## src/rtl/fpa_issue_stage.sv

```systemverilog
// Issue stage for the FP adder: buffers tagged operand pairs, issues one per cycle, re-tags adder results.
// Latency: pair accepted at edge k issues after k+1; tagged result valid after k+ADD_LAT+2.
// Backpressure: in_ready drops only when the FIFO is full; no output backpressure. Optional FPA_CLASSIFY_EN.
module fpa_issue_stage #(
  parameter int DEPTH   = 4,
  parameter int ADD_LAT = 1,
  parameter int TAG_W   = 4
) (
  input  logic                     clk,
  input  logic                     rst,
  input  logic                     in_valid,
  output logic                     in_ready,
  input  logic [31:0]              in_a,
  input  logic [31:0]              in_b,
  input  logic [TAG_W-1:0]         in_tag,
  output logic [31:0]              number_A,
  output logic [31:0]              number_B,
  output logic                     issue_valid,
  input  logic [31:0]              number_out,
  output logic                     out_valid,
  output logic [31:0]              out_result,
  output logic [TAG_W-1:0]         out_tag,
  output logic [2:0]               out_class_a,
  output logic [2:0]               out_class_b,
  output logic [$clog2(DEPTH):0]   occupancy
);
  localparam int AW = $clog2(DEPTH);
  localparam int CW = AW + 1;

  typedef struct packed {
    logic [31:0]      a;
    logic [31:0]      b;
    logic [TAG_W-1:0] tag;
  } ent_t;

  // Sideband that travels alongside an issued pair until its result returns.
  typedef struct packed {
    logic             vld;
    logic [TAG_W-1:0] tag;
`ifdef FPA_CLASSIFY_EN
    logic [2:0]       cls_a;
    logic [2:0]       cls_b;
`endif
  } side_t;

`ifdef FPA_CLASSIFY_EN
  // 0 zero, 1 subnormal, 2 normal, 3 inf, 4 NaN; sign is ignored.
  function automatic logic [2:0] fp_class(input logic [31:0] v);
    logic [2:0] c;
    if (v[30:23] == 8'h00)      c = (v[22:0] == 23'd0) ? 3'd0 : 3'd1;
    else if (v[30:23] == 8'hFF) c = (v[22:0] == 23'd0) ? 3'd3 : 3'd4;
    else                        c = 3'd2;
    return c;
  endfunction
`endif

  ent_t                     mem_q [DEPTH];
  ent_t                     mem_d [DEPTH];
  ent_t                     head;
  logic [AW-1:0]            wr_ptr_q, wr_ptr_d, rd_ptr_q, rd_ptr_d;
  logic [CW-1:0]            count_q, count_d;
  logic                     push, pop;
  logic [31:0]              num_a_q, num_a_d, num_b_q, num_b_d;
  side_t                    iss_q, iss_d;
  side_t [ADD_LAT-1:0]      pipe_q, pipe_d;
  side_t                    out_q, out_d;
  logic [31:0]              res_q, res_d;

  // Full is taken from the registered count only; a same-cycle pop does not reopen the input.
  assign in_ready  = (count_q != CW'(DEPTH));
  assign push      = in_valid && in_ready;
  assign pop       = (count_q != '0);
  assign head      = mem_q[rd_ptr_q];
  assign occupancy = count_q;

  // FIFO storage, pointers and entry count.
  always_comb begin
    mem_d    = mem_q;
    wr_ptr_d = wr_ptr_q;
    rd_ptr_d = rd_ptr_q;
    count_d  = count_q + CW'(push) - CW'(pop);
    if (push) begin
      mem_d[wr_ptr_q] = '{a: in_a, b: in_b, tag: in_tag};
      wr_ptr_d        = wr_ptr_q + AW'(1);
    end
    if (pop) begin
      rd_ptr_d = rd_ptr_q + AW'(1);
    end
  end

  // Issue register: pop the head onto the adder inputs, hold operands when idle.
  always_comb begin
    num_a_d   = num_a_q;
    num_b_d   = num_b_q;
    iss_d     = iss_q;
    iss_d.vld = 1'b0;
    if (pop) begin
      num_a_d     = head.a;
      num_b_d     = head.b;
      iss_d.vld   = 1'b1;
      iss_d.tag   = head.tag;
`ifdef FPA_CLASSIFY_EN
      iss_d.cls_a = fp_class(head.a);
      iss_d.cls_b = fp_class(head.b);
`endif
    end
  end

  // Sideband delay line matched to the adder latency.
  always_comb begin
    pipe_d    = pipe_q;
    pipe_d[0] = iss_q;
    for (int i = 1; i < ADD_LAT; i++) begin
      pipe_d[i] = pipe_q[i-1];
    end
  end

  // Output register: capture the adder result when the delay-line tail is valid.
  always_comb begin
    out_d     = out_q;
    out_d.vld = 1'b0;
    res_d     = res_q;
    if (pipe_q[ADD_LAT-1].vld) begin
      out_d = pipe_q[ADD_LAT-1];
      res_d = number_out;
    end
  end

  // Control and datapath state with synchronous reset.
  always_ff @(posedge clk) begin
    if (rst) begin
      wr_ptr_q <= '0;
      rd_ptr_q <= '0;
      count_q  <= '0;
      num_a_q  <= '0;
      num_b_q  <= '0;
      iss_q    <= '0;
      pipe_q   <= '0;
      out_q    <= '0;
      res_q    <= '0;
    end else begin
      wr_ptr_q <= wr_ptr_d;
      rd_ptr_q <= rd_ptr_d;
      count_q  <= count_d;
      num_a_q  <= num_a_d;
      num_b_q  <= num_b_d;
      iss_q    <= iss_d;
      pipe_q   <= pipe_d;
      out_q    <= out_d;
      res_q    <= res_d;
    end
  end

  // Entry storage needs no reset: pointers and count define which entries are live.
  always_ff @(posedge clk) begin
    mem_q <= mem_d;
  end

  assign number_A    = num_a_q;
  assign number_B    = num_b_q;
  assign issue_valid = iss_q.vld;
  assign out_valid   = out_q.vld;
  assign out_result  = res_q;
  assign out_tag     = out_q.tag;
`ifdef FPA_CLASSIFY_EN
  assign out_class_a = out_q.cls_a;
  assign out_class_b = out_q.cls_b;
`else
  assign out_class_a = 3'd0;
  assign out_class_b = 3'd0;
`endif

endmodule
```

## config.mk

```make
export PLATFORM = sky130hd
export DESIGN_NAME = fpa_issue_stage
export DESIGN_NICKNAME = d
export VERILOG_FILES = /design/src/rtl/fpa_issue_stage.sv
export SDC_FILE = /design/constraint.sdc
export NUM_CORES = 1
export LEC_CHECK = 0
export CORE_MARGIN = 2
export CORE_UTILIZATION = 57
export DETAILED_ROUTE_END_ITERATION = 10
export PLACE_DENSITY = 0.84
export SETUP_SLACK_MARGIN = 0.5
export SLEW_MARGIN = 5
export SYNTH_ARGS = -nofsm -noshare
export SYNTH_HDL_FRONTEND = slang
export SYNTH_SLANG_ARGS = --single-unit
```

## constraint.sdc

```tcl
create_clock -name clk -period 8.5 [get_ports clk]
set_input_delay 1.7 -clock clk [delete_from_list [all_inputs] [get_ports clk]]
set_output_delay 1.7 -clock clk [all_outputs]
set_load 0.02 [all_outputs]
```

==> reports/qor.yml, run 1 <==
grt_max_degree: 70
rsz0062_at_grt: "false"
fmax_ghz: 0.257
cts_setup_buffers: 0
ys_async_sr_fraction_pct: 0
ys.flop_type: "edfxtp_1"
cp_max_fo: 10
fin_util_pct: 73.4
drive_above_1_share_pct: 15.4
numCtsBuffers: 38
start_kind: "flop"
p_total_w: 0.00571
layout_commonest_cell: "edfxtp_1"
fin_setup_tns_ns: 0
cts-resized-gates: 0
wl_um: 27400
ys_warn_count: 0
synth_cell_types: 31
place_hpwl_um: 15400
netlist_area_um2: 13800
drv_cap: 0
cpMaxStageDelayCell: "clkdlybuf4s50_1"
clock-sinks: 390
final.period_utilization_pct: 45.8
layout_min_cycle_time_ns: 3.89
die_x_um: 159
cts_tree: "done"
synth_edf_count: 272
hold_buffers: 0
path_clk_slew_ns: 0.06
diodes: 0
vias: 7090
p_switching_w: 0.00159
coreArea_um2: 23600
start_util_pct: 58.3
worstSkewPairLatency_ns: 0.53
critPathKind: "flop to primary output"
synth_seq_cells: 390
drc: 0
internal_power_w: 0.00412
pre_cts_slack_ns: 4.62
clockPowerShare_pct: 29.7
grt_pass1_wl_um: 42500
crit_required_ns: 6.80
io_buffer_count: 208
routedWlPerCell_um: 21.9
drt_iter0_drc: 495
fillers: 1390
final_hold_viol_count: 0
relSlewSlack_pct: 26.0
cts_root_buf: "clkbuf_16"
ys_seq_area_share_pct: 76.5
drtAntennaViolNets: 0
clock_skew_ns: 0.0196
die-area_um2: 25400
fin_nets: 1010
core.rowCount: 56
overflow: 0
p_sw_share_pct: 27.9
syn_to_final_growth_pct: 25.8
setup_viol: 0
power_density_nw_per_um2: 330
p_comb_share_pct: 24.4
fin_ws_ns: 4.61
h-tree-depth: 2
track_usage_pct: 21.7
layout_common_cells: "edfxtp_1, clkdlybuf4s50_1, dfxtp_1"
max_stage_delay_ns: 0.65
antenna_found_initial: 1
place.gp.congestion: 0.737
syn_area_per_cell_um2: 20.0
leakagePower_nw: 5.85
peakVddDrop_mv: 0.205
worstMarginPinSlew_ns: 1.11
first_pass_iters: 5
arrival_ns: 2.19
slew_viol_final: 0
viasPerCell: 5.68
pwr-share-seq_pct: 45.9
critPathBufInv: 1
clock_path_buffers: 3
syn_inst: 689
cp_cell_sequence: "or3b_1 > clkdlybuf4s50_1"
endpoint_kind: "primary output"
critPathTopFamily: "buffers and inverters"
grt_pass1_vias: 7396
pin_count: 215
status: "finished, final reports clean"
hold_path.class: "flop to flop"
die_y_um: 159
==> worst register-to-register path: stages, from the launching register on <==
cell     delay [ns]
dfxtp_4        0.74
buf_4          0.76
mux4_2         0.68
a22o_1         0.25
==> cell usage after synthesis (2+ instances only) <==
cell | count | area, um2
and3_1 | 4 | 25.0
xor2_1 | 2 | 17.5
a21o_1 | 2 | 15.0
a21oi_1 | 2 | 10.0
mux2i_1 | 36 | 360
buf_2 | 10 | 50.1
inv_1 | 4 | 15.0
a22o_1 | 68 | 596
edfxtp_1 | 272 | 8170
buf_4 | 12 | 90.1
dfxtp_1 | 118 | 2360
nor2b_1 | 7 | 43.8
nand3_1 | 2 | 10.0
mux4_2 | 68 | 1530
clkbuf_1 | 15 | 56.3
ha_1 | 6 | 75.1
nor2_1 | 40 | 150
buf_6 | 8 | 90.1
==> cells by family (layout without fill, tap and decap cells) <==
logic type	Yosys count	in the layout	share of synthesized area, %
DFF	390	390	76.5
muxes	104	104	13.7
AOI/OAI and AO/OA	73	73	4.56
and+or+nand+nor	60	60	2.08
buffers and inverters	51	286	2.24
adders and majority gates	7	7	0.691
xor gates and xnor gates	3	3	0.191
other	1	6	0.0272
==> cell type report <==
class	instances	area (um2)	share of cell area, %
Tap cell	319	399	2.30
Timing Repair Buffer	212	2110	12.2
Inverter	5	18.8	0.108
Clock buffer	55	1130	6.51
Multi-Input combinational cell	253	2980	17.2
Clock inverter	14	158	0.910
Sequential cell	390	10500	60.8
==> metrics by stage <==
step	cells	hold slack, ns	area (um2)
after floorplan	694	0.440	13800
after global placement	1179	0.444	16000
after detailed placement	1179	0.449	16000
after CTS	1248	0.463	17300
final	1248	0.460	17300
after global routing	1248	0.476	17300
==> power by group through the flow <==
stage               registers [W]  clock network [W]  logic [W]
floorplan                 0.00270                  0   0.000781
global placement          0.00265                  0    0.00137
detailed placement        0.00265                  0    0.00140
CTS                       0.00263            0.00172    0.00142
global route              0.00266            0.00180    0.00148
finish                    0.00262            0.00170    0.00139
==> metal layers <==
metal / part of all wire (%) / vias to the layer above / routed length (um) / track usage, %
met5: 0.044 / - / 12 / 0
met1: 40 / 3579 / 10900 / 28.9
met2: 50 / 314 / 13800 / 35.9
met3: 7.9 / 43 / 2160 / 5.29
li1: - / 3152 / - / -
met4: 1.9 / 2 / 524 / 6.36
==> worst paths after layout <==
check | startpoint | end | slack (ns) | cells past startpoint
setup reg to reg | rd_ptr_q[0]$_SDFFE_PP0N_ | number_A[5]$_SDFFE_PP0N_ | 5.96 | 3
hold reg to reg | issue_valid$_SDFF_PP0_ | pipe_q[4]$_SDFF_PP0_ | 0.46 | 1
hold / removal | issue_valid$_SDFF_PP0_ | pipe_q[4]$_SDFF_PP0_ | 0.46 | 1
setup / recovery | occupancy[2]$_SDFF_PP0_ | in_ready | 4.61 | 2
==> state kept, by name, indices dropped and copies added, names as in the netlist <==
name	count
occupancy	3
iss_q	4
mem_q	272
issue_valid	1
pipe_q	5
wr_ptr_q	2
number_B	32
out_tag	4
out_result	32
rd_ptr_q	2
out_valid	1
number_A	32
Power figures use the tool's default switching activity.
==> run 2: changes to the inputs <==
--- a/config.mk
+++ b/config.mk
@@ -6,9 +6,9 @@
 export NUM_CORES = 1
 export LEC_CHECK = 0
 export CORE_MARGIN = 2
-export CORE_UTILIZATION = 57
+export CORE_UTILIZATION = 53
 export DETAILED_ROUTE_END_ITERATION = 10
-export PLACE_DENSITY = 0.84
+export PLACE_DENSITY = 0.79
 export SETUP_SLACK_MARGIN = 0.5
 export SLEW_MARGIN = 5
 export SYNTH_ARGS = -nofsm -noshare
==> constraint.sdc (replaced) <==
create_clock -name clk -period 3.96 [get_ports clk]
set_input_delay 0.792 -clock clk [delete_from_list [all_inputs] [get_ports clk]]
set_output_delay 0.792 -clock clk [all_outputs]
set_load 0.02 [all_outputs]
==> reports/qor.yml, run 2 (same netlist as run 1, synthesis figures left out) <==
numCtsBuffers: 39  # +2.6%
power_density_nw_per_um2: 710  # +120%
final_hold_viol_count: 0  # unchanged
p_switching_w: 0.00350  # +120%
drt_iter0_drc: 563  # +14%
fin_util_pct: 69.1  # -4.3 points
worstSkewPairLatency_ns: 0.54  # about the same
layout_min_cycle_time_ns: 2.99
coreArea_um2: 25300  # +7.3%
clock_path_buffers: 3  # unchanged
r2r_end: "occupancy[2]$_SDFF_PP0_"
layout_common_cells: "edfxtp_1, clkdlybuf4s50_1, dfxtp_1"
cts_setup_buffers: 0  # unchanged
io_buffer_count: 208  # unchanged
layout_commonest_cell: "edfxtp_1"
cts-resized-gates: 0  # unchanged
drive_above_1_share_pct: 16.2  # +0.78 points
cts_tree: "done"
die_y_um: 165  # +3.6%
top_register: "mem_q"
cts_root_buf: "clkbuf_16"
r2r_start: "occupancy[2]$_SDFF_PP0_"
leakagePower_nw: 5.92  # +1.2%
pin_count: 215  # unchanged
h-tree-depth: 2  # unchanged
drc: 0  # unchanged
fillers: 1613  # +16%
crit_required_ns: 3.17  # -3.63 ns
start_kind: "flop"
grt_pass1_vias: 7234  # -2.2%
status: "finished, final reports clean"
rsz0062_at_grt: "false"
path_clk_slew_ns: 0.06  # about the same
endpoint_kind: "primary output"
clockPowerShare_pct: 30.3  # +0.6 points
relSlewSlack_pct: 26.2  # +0.20 points
routedWlPerCell_um: 21.8  # -0.71%
final_area_um2: 17500  # +0.95%
overflow: 0  # unchanged
hold_start: "pipe_q[1]$_SDFF_PP0_"
setup_viol: 0  # unchanged
internal_power_w: 0.00893  # +120%
largest_reg_flops: 272  # unchanged
die-area_um2: 27300  # +7.4%
clock_skew_ns: 0.0160  # -0.00359 ns
final.period_utilization_pct: 75.4
hold_buffers: 0  # unchanged
place.gp.congestion: 0.730  # -0.92%
syn_to_final_growth_pct: 27.0
viasPerCell: 5.58  # -1.9%
drtAntennaViolNets: 0  # unchanged
track_usage_pct: 20.4  # -1.3 points
grt_pass1_wl_um: 41600  # -2.1%
wl_um: 27700  # +1.3%
die_x_um: 165  # +3.6%
place_hpwl_um: 16300  # +5.5%
critPathKind: "flop to primary output"
fin_setup_tns_ns: 0  # unchanged
min_to: "out_tag[1]$_SDFFE_PP0P_"
hold_path.class: "flop to flop"
p_sw_share_pct: 28.2  # +0.27 points
cp_max_fo: 10  # unchanged
grt_max_degree: 70  # unchanged
dpl_cell_area_um2: 16200  # +0.69%
peakVddDrop_mv: 0.502  # +140%
pwr-share-seq_pct: 45.0  # -0.9 points
reg2regPathDepth: 10  # +7
core.rowCount: 58  # +3.6%
rrSetupSlack_ns: 1.48  # -4.48 ns
antenna_found_initial: 3  # +2
start_util_pct: 54.4  # -3.9 points
vias: 7098  # +0.11%
p_comb_share_pct: 24.7  # +0.3 points
fmax_ghz: 0.335
fin_nets: 1019  # +0.89%
drv_cap: 0  # unchanged
worstMarginPinSlew_ns: 1.11  # -0.00296 ns
whs_path_depth: 2  # +1
clock-sinks: 390  # unchanged
arrival_ns: 2.19  # about the same
slew_viol_final: 0  # unchanged
first_pass_iters: 5  # unchanged
run 2: cell count changes in the layout (fill, tap and decap cells not counted), sizes merged:
cell / before / now
diode: 0 / 3
bufinv: 3 / 5
buf: 4 / 13
clkinv: 8 / 11
clkbuf: 56 / 53
run 2: area by class of cell:
type | count | area (um2) | share of cell area (%)
flip-flops and latches | 390 | 10500 | 60.3
multi-input cells | 253 | 2980 | 17.0
repair buffers | 220 | 2200 | 12.6
clock buffers | 53 | 1070 | 6.11
well taps | 330 | 413 | 2.36
clock inverters | 19 | 264 | 1.51
inverters | 5 | 18.8 | 0.107
diodes | 3 | 7.51 | 0.0429
run 2: power by group through the flow:
stage                     clock [W]  sequential [W]  combinational (W)
after CTS                   0.00383         0.00560            0.00311
after floorplan                   0         0.00580            0.00168
after global routing        0.00399         0.00567            0.00327
after global placement            0         0.00565            0.00302
final                       0.00377         0.00559            0.00307
after detailed placement          0         0.00566            0.00308
run 2: how the worst max path moves through the flow:
stage                                  from                      end  slack [ns]  cells past startpoint
floorplan                          in_valid       mem_q[0]$_DFFE_PP_        0.84                      2
global placement                   in_valid  occupancy[2]$_SDFF_PP0_        1.02                     10
detailed placement                 in_valid  occupancy[2]$_SDFF_PP0_        0.98                     10
CTS                 occupancy[2]$_SDFF_PP0_                 in_ready        0.95                      2
global route        occupancy[1]$_SDFF_PP0_                 in_ready        0.87                      2
finish              occupancy[2]$_SDFF_PP0_                 in_ready        0.97                      2
run 2: metal layers:
metal,global-route usage (%),share of wire [%]
met1,27.9,42
met2,31.9,47
met3,6.54,9.2
met4,5.93,2.3
met5,0,0
run 2: per-stage QoR:
stage,hold slack (ns),total power [W],instances,setup slack [ns]
after floorplan,0.440,0.00748,694,0.841
after global placement,0.447,0.00868,1198,1.02
after detailed placement,0.461,0.00874,1198,0.981
after CTS,0.472,0.0125,1270,0.947
after global routing,0.489,0.0129,1270,0.866
final,0.469,0.0124,1273,0.975
run 2: worst max-delay path, stage by stage, from the launching register on:
cell and delay, ns:
dfxtp_1 0.45, or3b_1 0.56, clkdlybuf4s50_1 0.65
==> run 3: changes to the inputs <==
==> constraint.sdc (replaced) <==
create_clock -name clk -period 2.8 [get_ports clk]
set_input_delay 0.56 -clock clk [delete_from_list [all_inputs] [get_ports clk]]
set_output_delay 0.56 -clock clk [all_outputs]
set_load 0.02 [all_outputs]
==> reports/qor.yml, run 3 (same netlist as run 1, synthesis figures left out) <==
status: "finished, final reports clean"
largest_reg_flops: 272  # unchanged
place.gp.congestion: 0.696  # -4.7%
fmax_ghz: 0.446
die_x_um: 165  # unchanged
syn_to_final_growth_pct: 27.9
start_kind: "flop"
drt_iter0_drc: 559  # -0.71%
layout_commonest_cell: "edfxtp_1"
layout.cells.non_filler: 1285  # +0.94%
setup_viol: 0  # unchanged
relSlewSlack_pct: 56.4  # +30 points
clock-sinks: 390  # unchanged
fin_nets: 1032  # +1.3%
whs_ns: 0.372  # -0.0971 ns
cts_tree: "done"
cts_root_buf: "clkbuf_16"
busiest_layer: "met2"
antenna_found_initial: 3  # unchanged
die_y_um: 165  # unchanged
start_util_pct: 54.4  # unchanged
coreArea_um2: 25300  # unchanged
clockPowerShare_pct: 28.7  # -1.6 points
io_buffer_count: 208  # unchanged
final.period_utilization_pct: 80.2
worstMarginPinSlew_ns: 0.655  # -0.452 ns
drive_above_1_share_pct: 17.2  # +1.1 points
use_met2_pct: 32.7  # +0.85 points
critPathKind: "flop to primary output"
dp_cells: 1206  # +0.67%
wl_um: 27700  # -0.18%
pwr-share-seq_pct: 44.2  # -0.8 points
layout_common_cells: "edfxtp_1, clkdlybuf4s50_1, dfxtp_1"
first_pass_iters: 4  # -1
grt_util_met1_pct: 28.2  # +0.38 points
drtAntennaViolNets: 0  # unchanged
p_sw_share_pct: 27.8  # -0.31 points
clock_skew_ns: 0.00764  # -0.00838 ns
die-area_um2: 27300  # unchanged
rsz0062_at_grt: "false"
path_clk_slew_ns: 0.05  # about the same
p_comb_share_pct: 27.1  # +2.4 points
numCtsBuffers: 39  # unchanged
grt_pass1_wl_um: 41800  # +0.43%
peakVddDrop_mv: 0.774  # +54%
core.rowCount: 58  # unchanged
drv_cap: 0  # unchanged
final_hold_viol_count: 0  # unchanged
viasPerCell: 5.57  # -0.15%
clock_path_buffers: 3  # unchanged
hold_buffers: 0  # unchanged
endpoint_kind: "primary output"
met3_usage_pct: 5.57  # -0.97 points
top_register: "mem_q"
grt_pass1_vias: 7370  # +1.9%
layout_min_cycle_time_ns: 2.24
overflow: 0  # unchanged
power_density_nw_per_um2: 988  # +39%
fillers: 1589  # -1.5%
h-tree-depth: 2  # unchanged
arrival_ns: 1.68  # -0.51 ns
routedWlPerCell_um: 21.5  # -1.1%
pin_count: 215  # unchanged
vias: 7154  # +0.79%
fin_setup_tns_ns: 0  # unchanged
grt_max_degree: 51  # -27%
crit_required_ns: 2.24  # -0.93 ns
worstSkewPairLatency_ns: 0.51  # -0.03 ns
p_total_w: 0.0174  # +40%
slew_viol_final: 0  # unchanged
cp_max_fo: 5  # -5
place_hpwl_um: 17000  # +4.6%
internal_power_w: 0.0126  # +41%
leakagePower_nw: 5.97  # +0.86%
hold_path.class: "input port to flop"
p_switching_w: 0.00485  # +39%
track_usage_pct: 20.3  # -0.052 points
drc: 0  # unchanged
==> run 3: worst max-delay path: stages (launching register included) <==
cell	delay [ns]
dfxtp_4	0.36
or3b_4	0.41
buf_4	0.14
clkdlybuf4s15_2	0.26
==> run 3: routing by layer <==
metal / share of wire, % / wire length, um / up-vias
li1: - / - / 3206
met1: 42 / 11500 / 3596
met2: 48 / 13200 / 310
met3: 9.3 / 2570 / 42
met4: 1.5 / 414 / 0
met5: 0 / 0 / -
==> run 3: power groups by stage <==
stage	clock network, W	logic [W]	registers [W]
after global placement	0	0.00460	0.00778
final	0.00500	0.00472	0.00769
after CTS	0.00510	0.00470	0.00771
after floorplan	0	0.00237	0.00820
after global routing	0.00535	0.00504	0.00779
after detailed placement	0	0.00466	0.00781
==> run 3: final cells by class <==
cell class	count	area (um2)	area share, %
Multi-Input combinational cell	253	2990	16.9
Clock buffer	60	1140	6.46
Antenna cell	3	7.51	0.0426
Sequential cell	390	10600	59.9
Tap cell	330	413	2.34
Inverter	5	18.8	0.107
Clock inverter	11	104	0.589
Timing Repair Buffer	233	2400	13.6
==> run 3: final timing paths <==
kind,slack (ns),startpoint,to,depth (start not counted)
setup / recovery,0.56,occupancy[0]$_SDFF_PP0_,in_ready,3
setup reg to reg,0.64,occupancy[0]$_SDFF_PP0_,occupancy[2]$_SDFF_PP0_,10
hold / removal,0.37,rst,occupancy[0]$_SDFF_PP0_,2
hold reg to reg,0.46,issue_valid$_SDFF_PP0_,pipe_q[4]$_SDFF_PP0_,1
==> run 3: stage by stage <==
stage | util, % | cell area (um2) | setup WS [ns]
detailed placement | 64.4 | 16300 | 0.280
CTS | 69.3 | 17500 | 0.510
global placement | 64.4 | 16300 | 0.307
floorplan | - | 13800 | 0.506
finish | 69.6 | 17600 | 0.556
global route | 69.5 | 17600 | 0.506
==> run 3: timing repair <==
action | in CTS | in global routing
setup endpoints to repair | 2 | 1
buffers inserted | 0 | 5
gates resized for setup | 4 | 4
pin swaps | 1 | 3
